===== config.mk =====
export PLATFORM = sky130hd
export DESIGN_NAME = grid_readout
export DESIGN_NICKNAME = d
export VERILOG_FILES = /design/src/rtl/grid_readout.sv
export SDC_FILE = /design/constraint.sdc
export NUM_CORES = 1
export LEC_CHECK = 0
export ABC_AREA = 1
export CORE_MARGIN = 10
export CORE_UTILIZATION = 40
export CTS_CLUSTER_DIAMETER = 100
export DETAILED_ROUTE_END_ITERATION = 16
export PLACE_DENSITY = 0.67
export SLEW_MARGIN = 10
export SYNTH_ARGS = -nofsm -noshare
export SYNTH_HDL_FRONTEND = slang
export SYNTH_SLANG_ARGS = --single-unit
export TNS_END_PERCENT = 5

===== constraint.sdc =====
create_clock -name clk -period 7.33 [get_ports clk]
set_clock_uncertainty 0.05 [all_clocks]
set_input_delay 1.466 -clock clk [delete_from_list [all_inputs] [get_ports clk]]
set_output_delay 1.466 -clock clk [all_outputs]
set_load 0.005 [all_outputs]

===== src/rtl/grid_readout.sv =====
// Snapshots a GRIDSIZE x GRIDSIZE cell grid on start and streams it row-major over a valid/ready beat port.
// Optional population counting is enabled by defining GRID_READOUT_POPCOUNT_EN.
module grid_readout #(
  parameter int unsigned GRIDSIZE = 3
) (
  input  logic                                     clk,
  input  logic                                     rst,
  input  logic [GRIDSIZE*GRIDSIZE-1:0]             cells,
  input  logic                                     start,
  input  logic                                     out_ready,
  output logic                                     out_valid,
  output logic                                     out_bit,
  output logic                                     out_sof,
  output logic                                     out_eol,
  output logic                                     busy,
  output logic [$clog2(GRIDSIZE*GRIDSIZE+1)-1:0]   population,
  output logic                                     pop_valid
);

  localparam int unsigned NCELL = GRIDSIZE * GRIDSIZE;
  localparam int unsigned CW    = $clog2(GRIDSIZE);
  localparam int unsigned IW    = $clog2(NCELL);
  localparam int unsigned PW    = $clog2(NCELL + 1);
  localparam logic [CW-1:0] LAST = CW'(GRIDSIZE - 1);

  typedef enum logic [1:0] {IDLE, STREAM, DONE} state_t;

  state_t            state_q, state_d;
  logic [NCELL-1:0]  snap_q, snap_d;
  logic [CW-1:0]     row_q, row_d;
  logic [CW-1:0]     col_q, col_d;
  logic [PW-1:0]     pop_q, pop_d;
  logic [IW-1:0]     idx_d;
  logic              xfer;
  logic              stream_d;
  logic              out_bit_d;
  logic              out_sof_d;
  logic              out_eol_d;
  logic              pop_valid_d;

  assign xfer       = out_valid & out_ready;
  assign population = pop_q;

  // Next-state, counter and next-output logic; outputs are registered from the next values
  always_comb begin
    state_d     = state_q;
    snap_d      = snap_q;
    row_d       = row_q;
    col_d       = col_q;
    pop_d       = pop_q;
    pop_valid_d = 1'b0;

    case (state_q)
      IDLE: begin
        if (start) begin
          snap_d  = cells;
          row_d   = '0;
          col_d   = '0;
          pop_d   = '0;
          state_d = STREAM;
        end
      end
      STREAM: begin
        if (xfer) begin
`ifdef GRID_READOUT_POPCOUNT_EN
          if (out_bit) pop_d = pop_q + PW'(1);
`endif
          if (col_q == LAST) begin
            col_d = '0;
            if (row_q == LAST) state_d = DONE;
            else               row_d   = row_q + CW'(1);
          end else begin
            col_d = col_q + CW'(1);
          end
        end
      end
      DONE: begin
        state_d = IDLE;
      end
      default: begin
        state_d = IDLE;
      end
    endcase

`ifndef GRID_READOUT_POPCOUNT_EN
    pop_d = '0;
`else
    pop_valid_d = (state_d == DONE);
`endif

    stream_d  = (state_d == STREAM);
    idx_d     = IW'(row_d) * IW'(GRIDSIZE) + IW'(col_d);
    out_bit_d = stream_d & snap_d[idx_d];
    out_sof_d = stream_d & (row_d == '0) & (col_d == '0);
    out_eol_d = stream_d & (col_d == LAST);
  end

  always_ff @(posedge clk or posedge rst) begin
    if (rst) begin
      state_q   <= IDLE;
      snap_q    <= '0;
      row_q     <= '0;
      col_q     <= '0;
      pop_q     <= '0;
      out_valid <= 1'b0;
      out_bit   <= 1'b0;
      out_sof   <= 1'b0;
      out_eol   <= 1'b0;
      busy      <= 1'b0;
      pop_valid <= 1'b0;
    end else begin
      state_q   <= state_d;
      snap_q    <= snap_d;
      row_q     <= row_d;
      col_q     <= col_d;
      pop_q     <= pop_d;
      out_valid <= stream_d;
      out_bit   <= out_bit_d;
      out_sof   <= out_sof_d;
      out_eol   <= out_eol_d;
      busy      <= (state_d != IDLE);
      pop_valid <= pop_valid_d;
    end
  end

endmodule


After elaboration in Yosys (flattened, before gate mapping)
Index checks and enable logic that the tools add are counted.
{"block": "totals", "reg_bits": 20, "inputBits": 13, "out_inout_bits": 10, "word_cells": 46}
{"block": "op_classes", "n_addsub": 3, "mul": 1, "n_lt_le_gt_ge": 1, "eq_ne": 5, "n_mux": 18, "n_bitwise": 5, "n_reduce_logical": 4}
{"operator": "$mux W2", "count": 11}
{"operator": "$mux W9", "count": 2}
{"operator": "$pmux W2 S2", "count": 3}
{"operator": "$eq A2 B2 Y1 const B", "count": 3}
{"operator": "$logic_not A2 Y1", "count": 3}
{"operator": "$and A1 B1 Y1", "count": 5}
{"operator": "$lt A4 B5 Y1 const B", "count": 1}
{"operator": "$add A2 B1 Y2 const B", "count": 2}
{"operator": "$add A4 B2 Y4", "count": 1}
{"operator": "$bmux W1 S4", "count": 1}
{"operator": "$eq A2 B1 Y1 const B", "count": 2}
{"operator": "$mul A2 B2 Y4 const B", "count": 1}
{"operator": "$reduce_bool A2 Y1", "count": 1}
{"operator": "$mux W1", "count": 1}

Longest topological paths before layout
{"block": "depth", "word_depth": 10, "ltp_mapped": 18, "ltp_nobuf": 18}

Worst setup path after synthesis
Ideal clock, no wire load.
{"block": "synth_timing", "path_type": "input to register", "startpoint": "in start", "endpoint": "reg out_bit", "setup_time_ps": 113, "arrival_time_ps": 3722, "required_ps": 7167, "path_slack_ps": 3446, "stages": 14, "n_path_buf": 1, "cell_sequence": "nand2_2 > buf_6 > nand2_1 > o21ai_0 > fa_1 > ha_1 > fa_1 > inv_1 > nand2_1 > nor2_1 > nand2_1 > nand3_2 > nand2_1 > inv_1"}
{"block": "synth_between", "elab_chain_len": 7}
{"element": "start, declared", "line_no": "9", "rtl": "input logic start,"}
{"element": "$mux W2", "line_no": "55", "rtl": "if (start) begin"}
{"element": "$pmux W2 S2", "line_no": "53", "rtl": "case (state_q)"}
{"element": "via row_d[1]", "line_no": "30", "rtl": "logic [CW-1:0] row_q, row_d;"}
{"element": "$mul A2 B2 Y4", "line_no": "92", "rtl": "idx_d = IW'(row_d) * IW'(GRIDSIZE) + IW'(col_d);"}
{"element": "$add A4 B2 Y4", "line_no": "92"}
{"element": "$bmux W1 S4", "line_no": "93", "rtl": "out_bit_d = stream_d & snap_d[idx_d];"}
{"element": "$mux W1 (not written as such)", "line_no": "93"}
{"element": "$and A1 B1 Y1", "line_no": "93"}
{"element": "via out_bit_d", "line_no": "36", "rtl": "logic out_bit_d;"}
{"element": "end signal, assigned", "line_no": "118", "rtl": "out_bit <= out_bit_d;"}
{"element": "end, declared", "line_no": "12", "rtl": "output logic out_bit,"}
The timed path passes the listed nets, and every way through them passes these cells. The select of a mux whose other input is x is not followed.

Worst setup path in the final report
Ends and elaborated chain as after synthesis.

==> reports/qor.txt <==
CTS buffer count: 3
vias in the first global route: 964
CTS clk-pin slew, worst paths: 0.12 ns
Yosys reg bits: 20
Inserted Diodes: 0
# Max-Cap Violations: 0
Synth warnings: 0
Final setup viols: 0
die width: 74.8 um
post-synth top area share: 41.6%
synth unique cells: 24
Highest Clock Rate: 0.217 GHz
Mapped Area: 0.00120 mm2
final WL: 2340 um
Die Ht: 74.8 um
First DRT Iteration DRCs: 40
critical path fanouts, max: 14
die area: 0.00560 mm2
worst min-delay path class: reg -> reg
initial antenna violation count: 0
Pleak: 0.708 nW
status: finished, final reports clean
Final Max Tran Viols: 0
final worst path period share: 62.9%
gr ovfl total: 0
RSZ-0062 raised after global routing: no
hold_ws: 0.430 ns
reg2reg end: out_bit
Crit. Startpoint: start
Synth-to-Final Area Change: 15.5%
Post-CTS Setup Bufs: 0
final hold violations: 0
Worst Path Arrival: 4.77 ns
final core utilization: 49.5%
Worst Slack Setup Final: 2.72 ns
CP Capture Type: flip-flop
remaining antenna violation count: 0
clk buf depth: 2
CP Capture Point: out_bit
Worst-Skew Late Latency: 0.30 ns
Final nets: 179
top cells by area, synth: dfrtp_1, inv_1, nand2_1, ha_1, nand3_2
Worst Max-Slew Pin Slew: 0.745 ns
Vias: 891
post-synthesis instance total: 141
# clock sinks: 20
pin count of the biggest net entering global routing: 21
port bufs: 17
Seq/Total Area, Yosys: 41.6%
GRT Util Overall: 9.46%
core area: 0.00281 mm2
CTS tree: done
global-route wire length before repair: 4220 um
Peak VDD IR: 0.000290 V
pwr dens: 495 mW/mm2
num rows: 19
Place WS: 2.38 ns
Initial Util: 42.9%
Rel. slew slack: 50.3%
num ports: 23
startpoint types: input port
share of cells above drive strength 1: 13.9%
H-Tree Level Count: 1
Mean Syn Cell Area: 8.53 um2
gpl congestion: 0.809
Crit path required time: 7.49 ns
post-CTS sizing: 0
Period minus WS final: 4.61 ns
reg2reg start: state_q[1]
Routed WL per cell: 12.4 um
Total Neg Setup Slack: 0 ns
Worst R2R Path Depth: 14
iteration count of the initial detailed-routing pass: 4
DP HPWL: 1900 um
clk root buf: clkbuf_4
Tot Pwr: 0.688 mW
cell taking the most area after synthesis: dfrtp_1
R2R Setup Slk: 3.96 ns
# DRC: 0
CP Class: in -> reg
CTS Hold Bufs: 0
via/cell ratio: 4.71
==> final cells by class <==
| type | count | area (um2) |
|---|---|---|
| clock buffer | 4 | 36.3 |
| fill | 292 | 1420 |
| inverter | 26 | 97.6 |
| multi-input combinational | 91 | 546 |
| sequential | 20 | 500 |
| tap | 31 | 38.8 |
| timing repair buffer | 17 | 170 |
==> layout by cell type (no fill, tap or decap) <==
cell type	n
nand3b_1	3
a21oi_1	1
and2_1	3
dfrtp_1	20
o21ai_0	4
nor2_1	10
a31oi_1	1
ha_1	5
clkbuf_8	1
inv_1	26
clkdlybuf4s50_1	17
fa_1	2
nand2_1	25
and2_2	1
nand3_2	6
o221ai_1	1
o211ai_1	1
clkbuf_4	3
o31ai_1	1
nor2_2	3
nand2_4	1
conb_1	5
nand3_1	11
nand2_2	7
==> cells in the mapped netlist <==
library cell and number:
o211ai_1 1, dfrtp_1 20, nand2_4 1, and2_1 3
fa_1 2, nand3b_1 3, o21ai_0 4, clkbuf_8 1
inv_1 26, ha_1 5, o31ai_1 1, conb_1 1
nor2_2 3, o221ai_1 1, nand3_2 6, buf_6 2
nand3_1 11, nand2_1 25, a21oi_1 1, and2_2 1
a31oi_1 1, buf_4 5, nand2_2 7, nor2_1 10
==> stage by stage <==
step                      cell area, um2  std cells
after floorplan                     1220        145
after global placement              1350        185
after detailed placement            1350        185
after CTS                           1390        189
after global routing                1390        189
final                               1390        189
==> per-layer routing <==
metal | part of all wire [%] | vias up | track usage [%]
met2 | 52 | 17 | 16.4
li1 | - | 455 | -
met5 | 0 | - | 0
met1 | 45 | 417 | 11.4
met4 | 0.34 | 0 | 3.15
met3 | 3.1 | 2 | 1.84
==> cells by family (layout without fill, tap and decap cells) <==
family / count (synthesis) / after routing / share of synthesized area [%]
other: 1 / 5 / 0.312
adders and majority gates: 7 / 7 / 8.53
AOI/OAI and AO/OA: 9 / 9 / 4.58
DFF: 20 / 20 / 41.6
and+or+nand+nor: 70 / 70 / 30.7
buffers and inverters: 34 / 47 / 14.3
==> worst min-delay path by stage <==
stage / slack, ns / depth (start not counted) / endpoint / start
2_1_floorplan: 0.39 / 2 / snap_q[1] / snap_q[1]
4_1_cts: 0.43 / 2 / snap_q[1] / snap_q[1]
3_3_place_gp: 0.41 / 2 / snap_q[1] / snap_q[1]
6_report: 0.43 / 2 / snap_q[4] / snap_q[4]
5_1_grt: 0.46 / 2 / snap_q[1] / snap_q[1]
3_5_place_dp: 0.41 / 2 / snap_q[1] / snap_q[1]
==> registers in the layout, summed over array words and instances, names as in the netlist <==
name,count
busy,1
out_sof,1
snap_q,9
row_q,2
out_valid,1
out_eol,1
col_q,2
state_q,2
out_bit,1
==> critical path, stage by stage <==
cell and delay, ns:
clkdlybuf4s50_1 0.66, nand2_2 0.39, nand2_1 0.13, o21ai_0 0.52, fa_1 0.51, ha_1 0.22, fa_1 0.51, inv_1 0.06
nand2_1 0.06, nor2_1 0.04, nand2_1 0.06, nand3_2 0.06, nand2_1 0.06, inv_1 0.03
==> report_power, final <==
part	internal, mW	leakage [nW]	switching, mW
Combinational	0.178	0.448	0.269
Sequential	0.159	0.239	0.0172
Clock	0.0303	0.0210	0.0343
Total	0.368	0.708	0.320
Note: power is estimated with default switching activity, not from simulation.
